[src/rtl/instr_prefetch_unit_pkg.sv]
// Shared constants and types for the instruction prefetch path.
// Memory geometry matches the core's byte-wide program RAM.
package instr_prefetch_unit_pkg;

    localparam int MEMORY_ADDRESS_BITS = 8;
    localparam int MEMORY_DATA_BITS    = 8;
    localparam logic [MEMORY_ADDRESS_BITS-1:0] ISR_ADDRESS = 8'h04;

    typedef enum logic {
        FETCH_RUN   = 1'b0,
        FETCH_STALL = 1'b1
    } fetch_state_t;

    // Index width for a counter over n items, never narrower than one bit.
    function automatic int idx_bits(input int n);
        return (n > 1) ? $clog2(n) : 1;
    endfunction

endpackage

[src/rtl/instr_prefetch_unit_fifo.sv]
// Show-ahead synchronous FIFO with flush; head entry is read straight from the
// storage flops so it is valid in the same cycle the count becomes non-zero.
module sync_fifo #(
    parameter int WIDTH = 8,
    parameter int DEPTH = 4
) (
    input  logic                     clk,
    input  logic                     rst,
    input  logic                     push,
    input  logic [WIDTH-1:0]         push_data,
    input  logic                     pop,
    input  logic                     flush,
    output logic [WIDTH-1:0]         head_data,
    output logic [$clog2(DEPTH):0]   count
);

    localparam int PTR_BITS = $clog2(DEPTH);
    localparam int CNT_BITS = PTR_BITS + 1;

    logic [WIDTH-1:0]    mem_q [DEPTH];
    logic [WIDTH-1:0]    mem_d [DEPTH];
    logic [PTR_BITS-1:0] wr_ptr_q, wr_ptr_d;
    logic [PTR_BITS-1:0] rd_ptr_q, rd_ptr_d;
    logic [CNT_BITS-1:0] count_q, count_d;
    logic                full;
    logic                do_push;
    logic                do_pop;

    assign full      = (count_q == CNT_BITS'(DEPTH));
    assign head_data = mem_q[rd_ptr_q];
    assign count     = count_q;

    always_comb begin
        mem_d    = mem_q;
        wr_ptr_d = wr_ptr_q;
        rd_ptr_d = rd_ptr_q;
        count_d  = count_q;
        do_push  = push && !flush && (!full || pop);
        do_pop   = pop && !flush && (count_q != '0);

        if (flush) begin
            wr_ptr_d = '0;
            rd_ptr_d = '0;
            count_d  = '0;
        end else begin
            if (do_push) begin
                mem_d[wr_ptr_q] = push_data;
                wr_ptr_d        = wr_ptr_q + 1'b1;
            end
            if (do_pop) begin
                rd_ptr_d = rd_ptr_q + 1'b1;
            end
            count_d = count_q + {{PTR_BITS{1'b0}}, do_push} - {{PTR_BITS{1'b0}}, do_pop};
        end
    end

    always_ff @(posedge clk or posedge rst) begin
        if (rst) begin
            for (int i = 0; i < DEPTH; i++) begin
                mem_q[i] <= '0;
            end
            wr_ptr_q <= '0;
            rd_ptr_q <= '0;
            count_q  <= '0;
        end else begin
            mem_q    <= mem_d;
            wr_ptr_q <= wr_ptr_d;
            rd_ptr_q <= rd_ptr_d;
            count_q  <= count_d;
        end
    end

    // Upstream reservation guarantees a free slot for every push.
    always_ff @(posedge clk) begin
        if (!rst) begin
            assert (!(push && full && !pop && !flush));
        end
    end

endmodule

[src/rtl/instr_prefetch_unit.sv]
// Instruction prefetcher: streams bytes from synchronous program RAM, assembles
// big-endian instructions tagged with their PC, and queues them for the core.
module instr_prefetch_unit
    import instr_prefetch_unit_pkg::*;
#(
    parameter int                   ADDR_BITS   = MEMORY_ADDRESS_BITS,
    parameter int                   BYTE_BITS   = MEMORY_DATA_BITS,
    parameter int                   INSTR_BYTES = 2,
    parameter int                   QUEUE_DEPTH = 4,
    parameter logic [ADDR_BITS-1:0] RESET_PC    = '0
) (
    input  logic                             clk,
    input  logic                             reset,
    output logic                             rd_ram_en,
    output logic [ADDR_BITS-1:0]             rd_ram_addr,
    input  logic [BYTE_BITS-1:0]             rd_ram_data,
    input  logic                             redirect_valid,
    input  logic [ADDR_BITS-1:0]             redirect_pc,
    output logic                             instr_valid,
    output logic [INSTR_BYTES*BYTE_BITS-1:0] instr,
    output logic [ADDR_BITS-1:0]             instr_pc,
    input  logic                             instr_ready,
    output logic [$clog2(QUEUE_DEPTH):0]     queue_count
);

    localparam int INSTR_BITS = INSTR_BYTES * BYTE_BITS;
    localparam int ENTRY_BITS = ADDR_BITS + INSTR_BITS;
    localparam int CNT_BITS   = $clog2(QUEUE_DEPTH) + 1;
    localparam int IDX_BITS   = idx_bits(INSTR_BYTES);
    localparam logic [IDX_BITS-1:0] LAST_IDX = IDX_BITS'(INSTR_BYTES - 1);

    fetch_state_t          state_q, state_d;
    logic                  armed_q, armed_d;
    logic [ADDR_BITS-1:0]  fetch_pc_q, fetch_pc_d;
    logic [ADDR_BITS-1:0]  start_pc_q, start_pc_d;
    logic [IDX_BITS-1:0]   issue_idx_q, issue_idx_d;
    logic [IDX_BITS-1:0]   byte_idx_q, byte_idx_d;
    logic                  pending_q, pending_d;
    logic                  rd_vld_q, rd_vld_d;
    logic [INSTR_BITS-1:0] asm_q, asm_d;

    logic                  reserve_ok;
    logic                  issue;
    logic                  push;
    logic                  pop;
    logic [ENTRY_BITS-1:0] push_data;
    logic [ENTRY_BITS-1:0] head_data;
    logic [CNT_BITS:0]     occupancy;

    // Pending reserves the slot of the instruction currently being assembled.
    assign occupancy  = {1'b0, queue_count} + {{CNT_BITS{1'b0}}, pending_q};
    assign reserve_ok = (occupancy < (CNT_BITS + 1)'(QUEUE_DEPTH));

    assign instr_valid = (queue_count != '0);
    assign pop         = instr_valid && instr_ready;
    assign rd_ram_en   = issue;
    assign rd_ram_addr = fetch_pc_q;
    assign push_data   = {start_pc_q, asm_d};
    assign instr_pc    = head_data[ENTRY_BITS-1 -: ADDR_BITS];
    assign instr       = head_data[INSTR_BITS-1:0];

    always_comb begin
        state_d     = state_q;
        armed_d     = 1'b1;
        fetch_pc_d  = fetch_pc_q;
        start_pc_d  = start_pc_q;
        issue_idx_d = issue_idx_q;
        byte_idx_d  = byte_idx_q;
        pending_d   = pending_q;
        rd_vld_d    = 1'b0;
        asm_d       = asm_q;
        push        = 1'b0;

        // armed_q holds off the first read for one cycle after reset release,
        // giving reset the same restart latency as a redirect.
        issue = armed_q && (state_q == FETCH_RUN) && ((issue_idx_q != '0) || reserve_ok);

        case (state_q)
            FETCH_RUN: begin
                if (armed_q && (issue_idx_q == '0) && !reserve_ok) begin
                    state_d = FETCH_STALL;
                end
            end
            FETCH_STALL: begin
                if (reserve_ok) begin
                    state_d = FETCH_RUN;
                end
            end
            default: state_d = FETCH_RUN;
        endcase

        if (rd_vld_q) begin
            for (int i = 0; i < INSTR_BYTES; i++) begin
                if (byte_idx_q == IDX_BITS'(i)) begin
                    asm_d[(INSTR_BYTES-1-i)*BYTE_BITS +: BYTE_BITS] = rd_ram_data;
                end
            end
            if (byte_idx_q == LAST_IDX) begin
                push       = 1'b1;
                byte_idx_d = '0;
                pending_d  = 1'b0;
            end else begin
                byte_idx_d = byte_idx_q + 1'b1;
            end
        end

        if (issue) begin
            fetch_pc_d = fetch_pc_q + 1'b1;
            rd_vld_d   = 1'b1;
            if (issue_idx_q == '0) begin
                start_pc_d = fetch_pc_q;
                pending_d  = 1'b1;
            end
            issue_idx_d = (issue_idx_q == LAST_IDX) ? '0 : issue_idx_q + 1'b1;
        end

        // Redirect wins over everything; a byte returning next cycle is dropped.
        if (redirect_valid) begin
            state_d     = FETCH_RUN;
            fetch_pc_d  = redirect_pc;
            issue_idx_d = '0;
            byte_idx_d  = '0;
            pending_d   = 1'b0;
            rd_vld_d    = 1'b0;
            push        = 1'b0;
        end
    end

    always_ff @(posedge clk or posedge reset) begin
        if (reset) begin
            state_q     <= FETCH_RUN;
            armed_q     <= 1'b0;
            fetch_pc_q  <= RESET_PC;
            start_pc_q  <= '0;
            issue_idx_q <= '0;
            byte_idx_q  <= '0;
            pending_q   <= 1'b0;
            rd_vld_q    <= 1'b0;
            asm_q       <= '0;
        end else begin
            state_q     <= state_d;
            armed_q     <= armed_d;
            fetch_pc_q  <= fetch_pc_d;
            start_pc_q  <= start_pc_d;
            issue_idx_q <= issue_idx_d;
            byte_idx_q  <= byte_idx_d;
            pending_q   <= pending_d;
            rd_vld_q    <= rd_vld_d;
            asm_q       <= asm_d;
        end
    end

    sync_fifo #(
        .WIDTH(ENTRY_BITS),
        .DEPTH(QUEUE_DEPTH)
    ) instr_queue (
        .clk      (clk),
        .rst      (reset),
        .push     (push),
        .push_data(push_data),
        .pop      (pop),
        .flush    (redirect_valid),
        .head_data(head_data),
        .count    (queue_count)
    );

endmodule

[config.mk]
export PLATFORM = sky130hd
export DESIGN_NAME = instr_prefetch_unit
export DESIGN_NICKNAME = d
export VERILOG_FILES = /design/src/rtl/instr_prefetch_unit_pkg.sv /design/src/rtl/instr_prefetch_unit_fifo.sv /design/src/rtl/instr_prefetch_unit.sv
export SDC_FILE = /design/constraint.sdc
export NUM_CORES = 1
export LEC_CHECK = 0
export BUFFER_PORTS_ARGS = -buffer_cell sky130_fd_sc_hd__buf_2
export CORE_UTILIZATION = 53
export DETAILED_ROUTE_END_ITERATION = 16
export PLACE_DENSITY = 0.74
export SETUP_SLACK_MARGIN = 0.02
export SLEW_MARGIN = 15
export SYNTH_ARGS = -nofsm -noshare
export SYNTH_HDL_FRONTEND = slang
export SYNTH_SLANG_ARGS = --single-unit
[constraint.sdc]
create_clock -name clk -period 3.93 [get_ports clk]
set_input_delay 0.393 -clock clk [delete_from_list [all_inputs] [get_ports clk]]
set_output_delay 0.393 -clock clk [all_outputs]
set_load 0.01 [all_outputs]
Word level (Yosys, flattened, before mapping)

Index checks and enable logic that the tools add are counted.

$add $sub $neg: 8
$lt $le $gt $ge: 4
Equal/unequal tests: 1
Mux-type cells: 36
Bitwise operators: 5
Reductions and logical operators: 22

Operator list:

| cell                | number |
|---|---|
| $bwmux 96           | 1 |
| $mux 24             | 3 |
| $bmux 24 s2         | 1 |
| $demux 24 s2        | 1 |
| $mux 8              | 4 |
| $mux 1              | 19 |
| $mux 16             | 1 |
| $logic_and 1x1->1   | 10 |
| $add 8x1->8 const B | 1 |
| $mux 2              | 4 |
| $reduce_bool 2->1   | 4 |
| $ge 3x3->1 const B  | 2 |
| $not 2->3           | 2 |
| $add 2x1->2 const B | 2 |
| $add 3x1->4         | 1 |
| $lt 4x3->1 const B  | 1 |
| $reduce_and 2->1    | 2 |
| $add 3x1->3         | 1 |
| $eq 3x3->1 const B  | 1 |
| $logic_not 1->1     | 3 |
| $lt 3x1->1 const B  | 1 |
| $mux 3              | 1 |
| $not 1->1           | 3 |
| $reduce_bool 3->1   | 1 |
| 4 further kinds     | 6 |

Register bits: 141
Input port bits: 20
Word-level logic and storage cells: 92

Logic depth before layout (Yosys ltp)

Depth after elaboration: 8
Gate-level depth with buffers: 11

Modules after synthesis

Synthesis repeated with hierarchy kept, for this count alone.

Cell total of the unflattened synthesis: 398
Area total of the unflattened synthesis: 6292.3 µm²

By module, submodules not included:

| module              | times used | cells an instance | area an instance (µm²) | sequential area each (µm²) |
|---|---|---|---|---|
| sync_fifo           | 1          | 277               | 4694.5                 | 2577.5 |
| instr_prefetch_unit | 1          | 121               | 1597.8                 | 950.9 |

Least setup slack after synthesis

Ideal clock, no wire load.

Path kind: input -> register
From: input redirect_valid
To: register instr_queue.count_q[2], in the netlist instr_queue.count[2]
Setup time: 0.132 ns
Arrival: 2.375 ns
Data required time: 3.798 ns
Slack: 1.423 ns
Cell stages on the path: 11
Path buffers: 3
Cells stage by stage: clkbuf_1 -> buf_1 -> buf_1 -> nor2_1 -> ha_1 -> inv_1 -> ha_1 -> inv_1 -> fa_1 -> xnor2_1 -> nor2_1

Longest elaborated chain between the ends: 6
Elaborated cells between the ends (all ways): 9
Those cells by class: 2 x add/sub; 2 x mux; 5 x reduce/logical

RTL lines:

| what                                             | RTL line                                                                                   | source |
|---|---|---|
| start: declaration                               | instr_prefetch_unit.sv:17                                                                  | `input logic redirect_valid,` |
| $mux 1 / $logic_not 1->1 (equally long branches) | instr_prefetch_unit.sv:118, instr_prefetch_unit_fifo.sv:38, instr_prefetch_unit_fifo.sv:39 |  |
| $logic_and 1x1->1 (2 in a row)                   | instr_prefetch_unit_fifo.sv:38                                                             | `do_push = push && !flush && (!full \|\| pop);` |
| $add 3x1->3                                      | instr_prefetch_unit_fifo.sv:53                                                             | `count_d = count_q + {{PTR_BITS{1'b0}}, do_push} - {{PTR_BITS{1'b0}}, do_pop};` |
| $sub 3x1->3                                      | instr_prefetch_unit_fifo.sv:53                                                             |  |
| $mux 3 (*)                                       | instr_prefetch_unit_fifo.sv:41                                                             | `if (flush) begin` |
| net instr_queue.count_d[2]                       | instr_prefetch_unit_fifo.sv:24                                                             | `logic [CNT_BITS-1:0] count_q, count_d;` |
| end signal: assignment                           | instr_prefetch_unit_fifo.sv:69                                                             | `count_q <= count_d;` |
| end: declaration                                 | instr_prefetch_unit_fifo.sv:24                                                             |  |

The timed path passes the listed nets; every way through them passes the cells marked *.
A chain may end at the register's enable or synchronous reset.

Worst setup path after layout

From: register instr_queue.rd_ptr_q[0]
To: output instr[7]

Longest elaborated chain between the ends: 4

RTL lines:

| what                                       | RTL line                       | source |
|---|---|---|
| start: declaration                         | instr_prefetch_unit_fifo.sv:23 | `logic [PTR_BITS-1:0] rd_ptr_q, rd_ptr_d;` |
| start signal: assignment                   | instr_prefetch_unit_fifo.sv:68 | `rd_ptr_q <= rd_ptr_d;` |
| $not 2->3 (not written as such)            | instr_prefetch_unit_fifo.sv:30 | `assign head_data = mem_q[rd_ptr_q];` |
| $bmux 24 s2                                | instr_prefetch_unit_fifo.sv:30 |  |
| $mux 24 (not written as such) (2 in a row) | instr_prefetch_unit_fifo.sv:30 |  |
| end: declaration                           | instr_prefetch_unit.sv:20      | `output logic [INSTR_BYTES*BYTE_BITS-1:0] instr,` |

No other way between the ends. The select of a mux whose other input is x is not followed.

==> summary.md <==
| Metric | Value |
|---|---|
| Layout cells sized above 1 | `23.7%` |
| CP peak stage delay | `600 ps` |
| Crit path kind | `reg2out` |
| Post-synthesis sequential area ratio | `57.2%` |
| ANT nets after route | `0` |
| Total wire length | `12.4 mm` |
| HPWL Detailed | `7.71 mm` |
| RR Startpoint | `byte_idx_q` |
| Cell family with most CP delay | `buffers and inverters` |
| Total global routing overflow | `0` |
| H-tree depth | `4` |
| Crit-path cells | `buf_4, mux4_2, buf_2` |
| Leak | `3.51 nW` |
| # DRC | `0` |
| DRT iter0 DRCs | `225` |
| Post-Layout Cell Count | `705` |
| CTS Hold Bufs | `0` |
| FP Rows | `39` |
| Setup TNS | `0 ps` |
| Status | `finished, final reports clean` |
| Worst slew pin tran | `999 ps` |
| Post-synth EDFFs | `0` |
| Port Buf Inserts | `56` |
| Die Area | `12,100 um^2` |
| Share of the synthesized area in the top cell type | `57.2%` |
| Max-cap violations | `0` |
| Die Ht | `110 um` |
| Fin. max-slew vios | `0` |
| Antenna Cells | `0` |
| Area grow syn2layout | `16.1%` |
| Hold crit path type | `in2async` |
| Unrepaired setup endpoints after global routing | `no` |
| Die X-Extent | `110 um` |
| Worst Path Max Fanout | `20` |
| Fin nets | `580` |
| Final setup violation count | `0` |
| Largest net degree at the start of global routing | `142` |
| Fmax | `382 MHz` |
| Cells after Synth | `498` |
| Power Density | `651 nW/um^2` |
| Synth warn | `0` |
| Worst slack, placed | `1330 ps` |
| Vias in the first global route | `4,019` |
| Postcts setup bufs | `0` |
| Initial DRT Pass Iterations | `4` |
| Synthesized area | `6170 um^2` |
| Number of clock sinks | `141` |
| Setup crit end kind | `output pin` |
| Num CTS Buffers | `17` |
| Fin crit share | `66.6%` |
| # IOs | `57` |
| Worst Setup SP | `instr_queue.rd_ptr_q[0]` |
| CTS tree | `built` |
| Worst VDD drop | `0.309 mV` |
| Routed vias/inst | `5.69` |
| Slew margin rel. | `33.2%` |
| Syn nets | `527` |
| Data arrival time of the critical path | `2230 ps` |
| Fin. Hold Viols | `0` |
| Clk slew on worst S/H paths | `50 ps` |
| Share of async-settable or async-resettable flops after synthesis | `100%` |
| Initial antenna violation count | `0` |
| CTS Buffer Depth | `2` |
| First-pass GRT wire length | `20.3 mm` |
| Count of placed standard cells including taps | `675` |
| CP bufs+invs | `2` |
| Starting Density | `54.2%` |
| RD Place Congestion | `0.804` |
| Most common cell after layout, fill and taps aside | `dfrtp_1` |
| Root Buffer | `clkbuf_16` |
| Most frequent cells in the layout | `dfrtp_1, nor2_1, a21oi_1, buf_2, mux2_1` |
| Final Critical Period | `2620 ps` |
| CTS resizes | `0` |
| Worst path slowest cell | `dfrtp_1` |
| Yosys cell types | `43` |
| GRT Overall Usage | `22.6%` |
| Wire per inst | `17.6 um` |
| Clock latency at the later pin of the worst-skew pair | `410 ps` |
| Startpoint types | `flip-flop` |
| Syn avg cell area | `12.4 um^2` |
| Synth area leader | `dfrtp_1` |
| Worst Setup Slack, final | `1310 ps` |
| Main synth FF type | `dfrtp_1` |
| #FFs+latches synth | `141` |
| CP required | `3540 ps` |
| Synth top area cells | `dfrtp_1, mux4_2, a21oi_1` |
| Vias | `4,011` |
| CORE AREA | `11,400 um^2` |
| Final setup skew | `12.1 ps` |
[flip-flops by register name (all words and copies together) (netlist names)]
register and count:
state_q 1, pending_q 1, instr_queue.mem_q 96, issue_idx_q 1, instr_queue.count 3, instr_queue.rd_ptr_q 2, rd_vld_q 1, start_pc_q 8
instr_queue.wr_ptr_q 2, armed_q 1, byte_idx_q 1, rd_ram_addr 8, asm_q 16
[tightest hold or removal path, cell delays in order]
cell,delay (ps)
buf_2,110
clkinvlp_4,70
buf_12,510
[synthesized netlist by cell type (all sizes together) (2+ instances only)]
cell	number
nand2	10
mux2	40
o21ai	4
nand3	2
nand2b	3
ha	8
inv	26
nand4	3
mux2i	16
nor3	2
mux4	24
dfrtp	141
or4	3
a21oi	69
nor4b	5
a31oi	6
xnor2	2
o31ai	3
clkbuf	15
buf	15
nor2	78
or3	5
nor2b	2
xor2	2
[final cells by class]
type	instances	area, um^2
timing repair buffer	64	353
sequential	141	3530
tap	143	179
fill	861	4210
multi-input combinational	301	2440
inverter	26	101
clock buffer	22	464
clock inverter	8	92.6
[through the flow]
step	utilization [%]	hold WS, ps	cell area [um^2]	total power, W
2_1_floorplan	-	452	6170	0.00278
3_3_place_gp	58.1	462	6600	0.00312
3_5_place_dp	58.1	474	6600	0.00317
4_1_cts	63.0	202	7160	0.00470
5_1_grt	63.0	212	7160	0.00492
6_report	63.0	189	7160	0.00466
[power by group]
part	switching, W	internal (W)	leakage [nW]
Clock	0.000561	0.000954	0.275
Combinational	0.000603	0.000582	1.39
Sequential	0.000217	0.00174	1.84
[final timing paths]
path,end,slack (ps),cells past startpoint
max,instr[7],1310,3
min,instr_queue.mem_q[67],190,3
max reg2reg,instr_queue.mem_q[34],1330,5
min reg2reg,instr_queue.mem_q[88],480,1
max in group asynchronous,instr_queue.mem_q[34],3180,3
min in group clk,rd_ram_addr[2],220,2
[cells by family (layout without fill, tap and decap cells)]
family,after synthesis,after routing,share of synthesized area [%]
AOI/OAI and AO/OA,90,90,8.12
xor gates and xnor gates,4,4,0.568
DFF,141,141,57.2
muxes,80,80,19.2
and+or+nand+nor,117,117,9.17
other,1,1,0.0608
adders and majority gates,9,9,1.95
buffers and inverters,56,120,3.75
[metal layers]
layer | vias to the layer above | track usage (%) | share of wire (%)
li1 | 1864 | - | -
met1 | 2053 | 32.3 | 46
met2 | 80 | 34.1 | 50
met3 | 14 | 4.80 | 3.2
met4 | 0 | 8.86 | 1.3
met5 | - | 0 | 0
(Power assumes the default switching activity.)
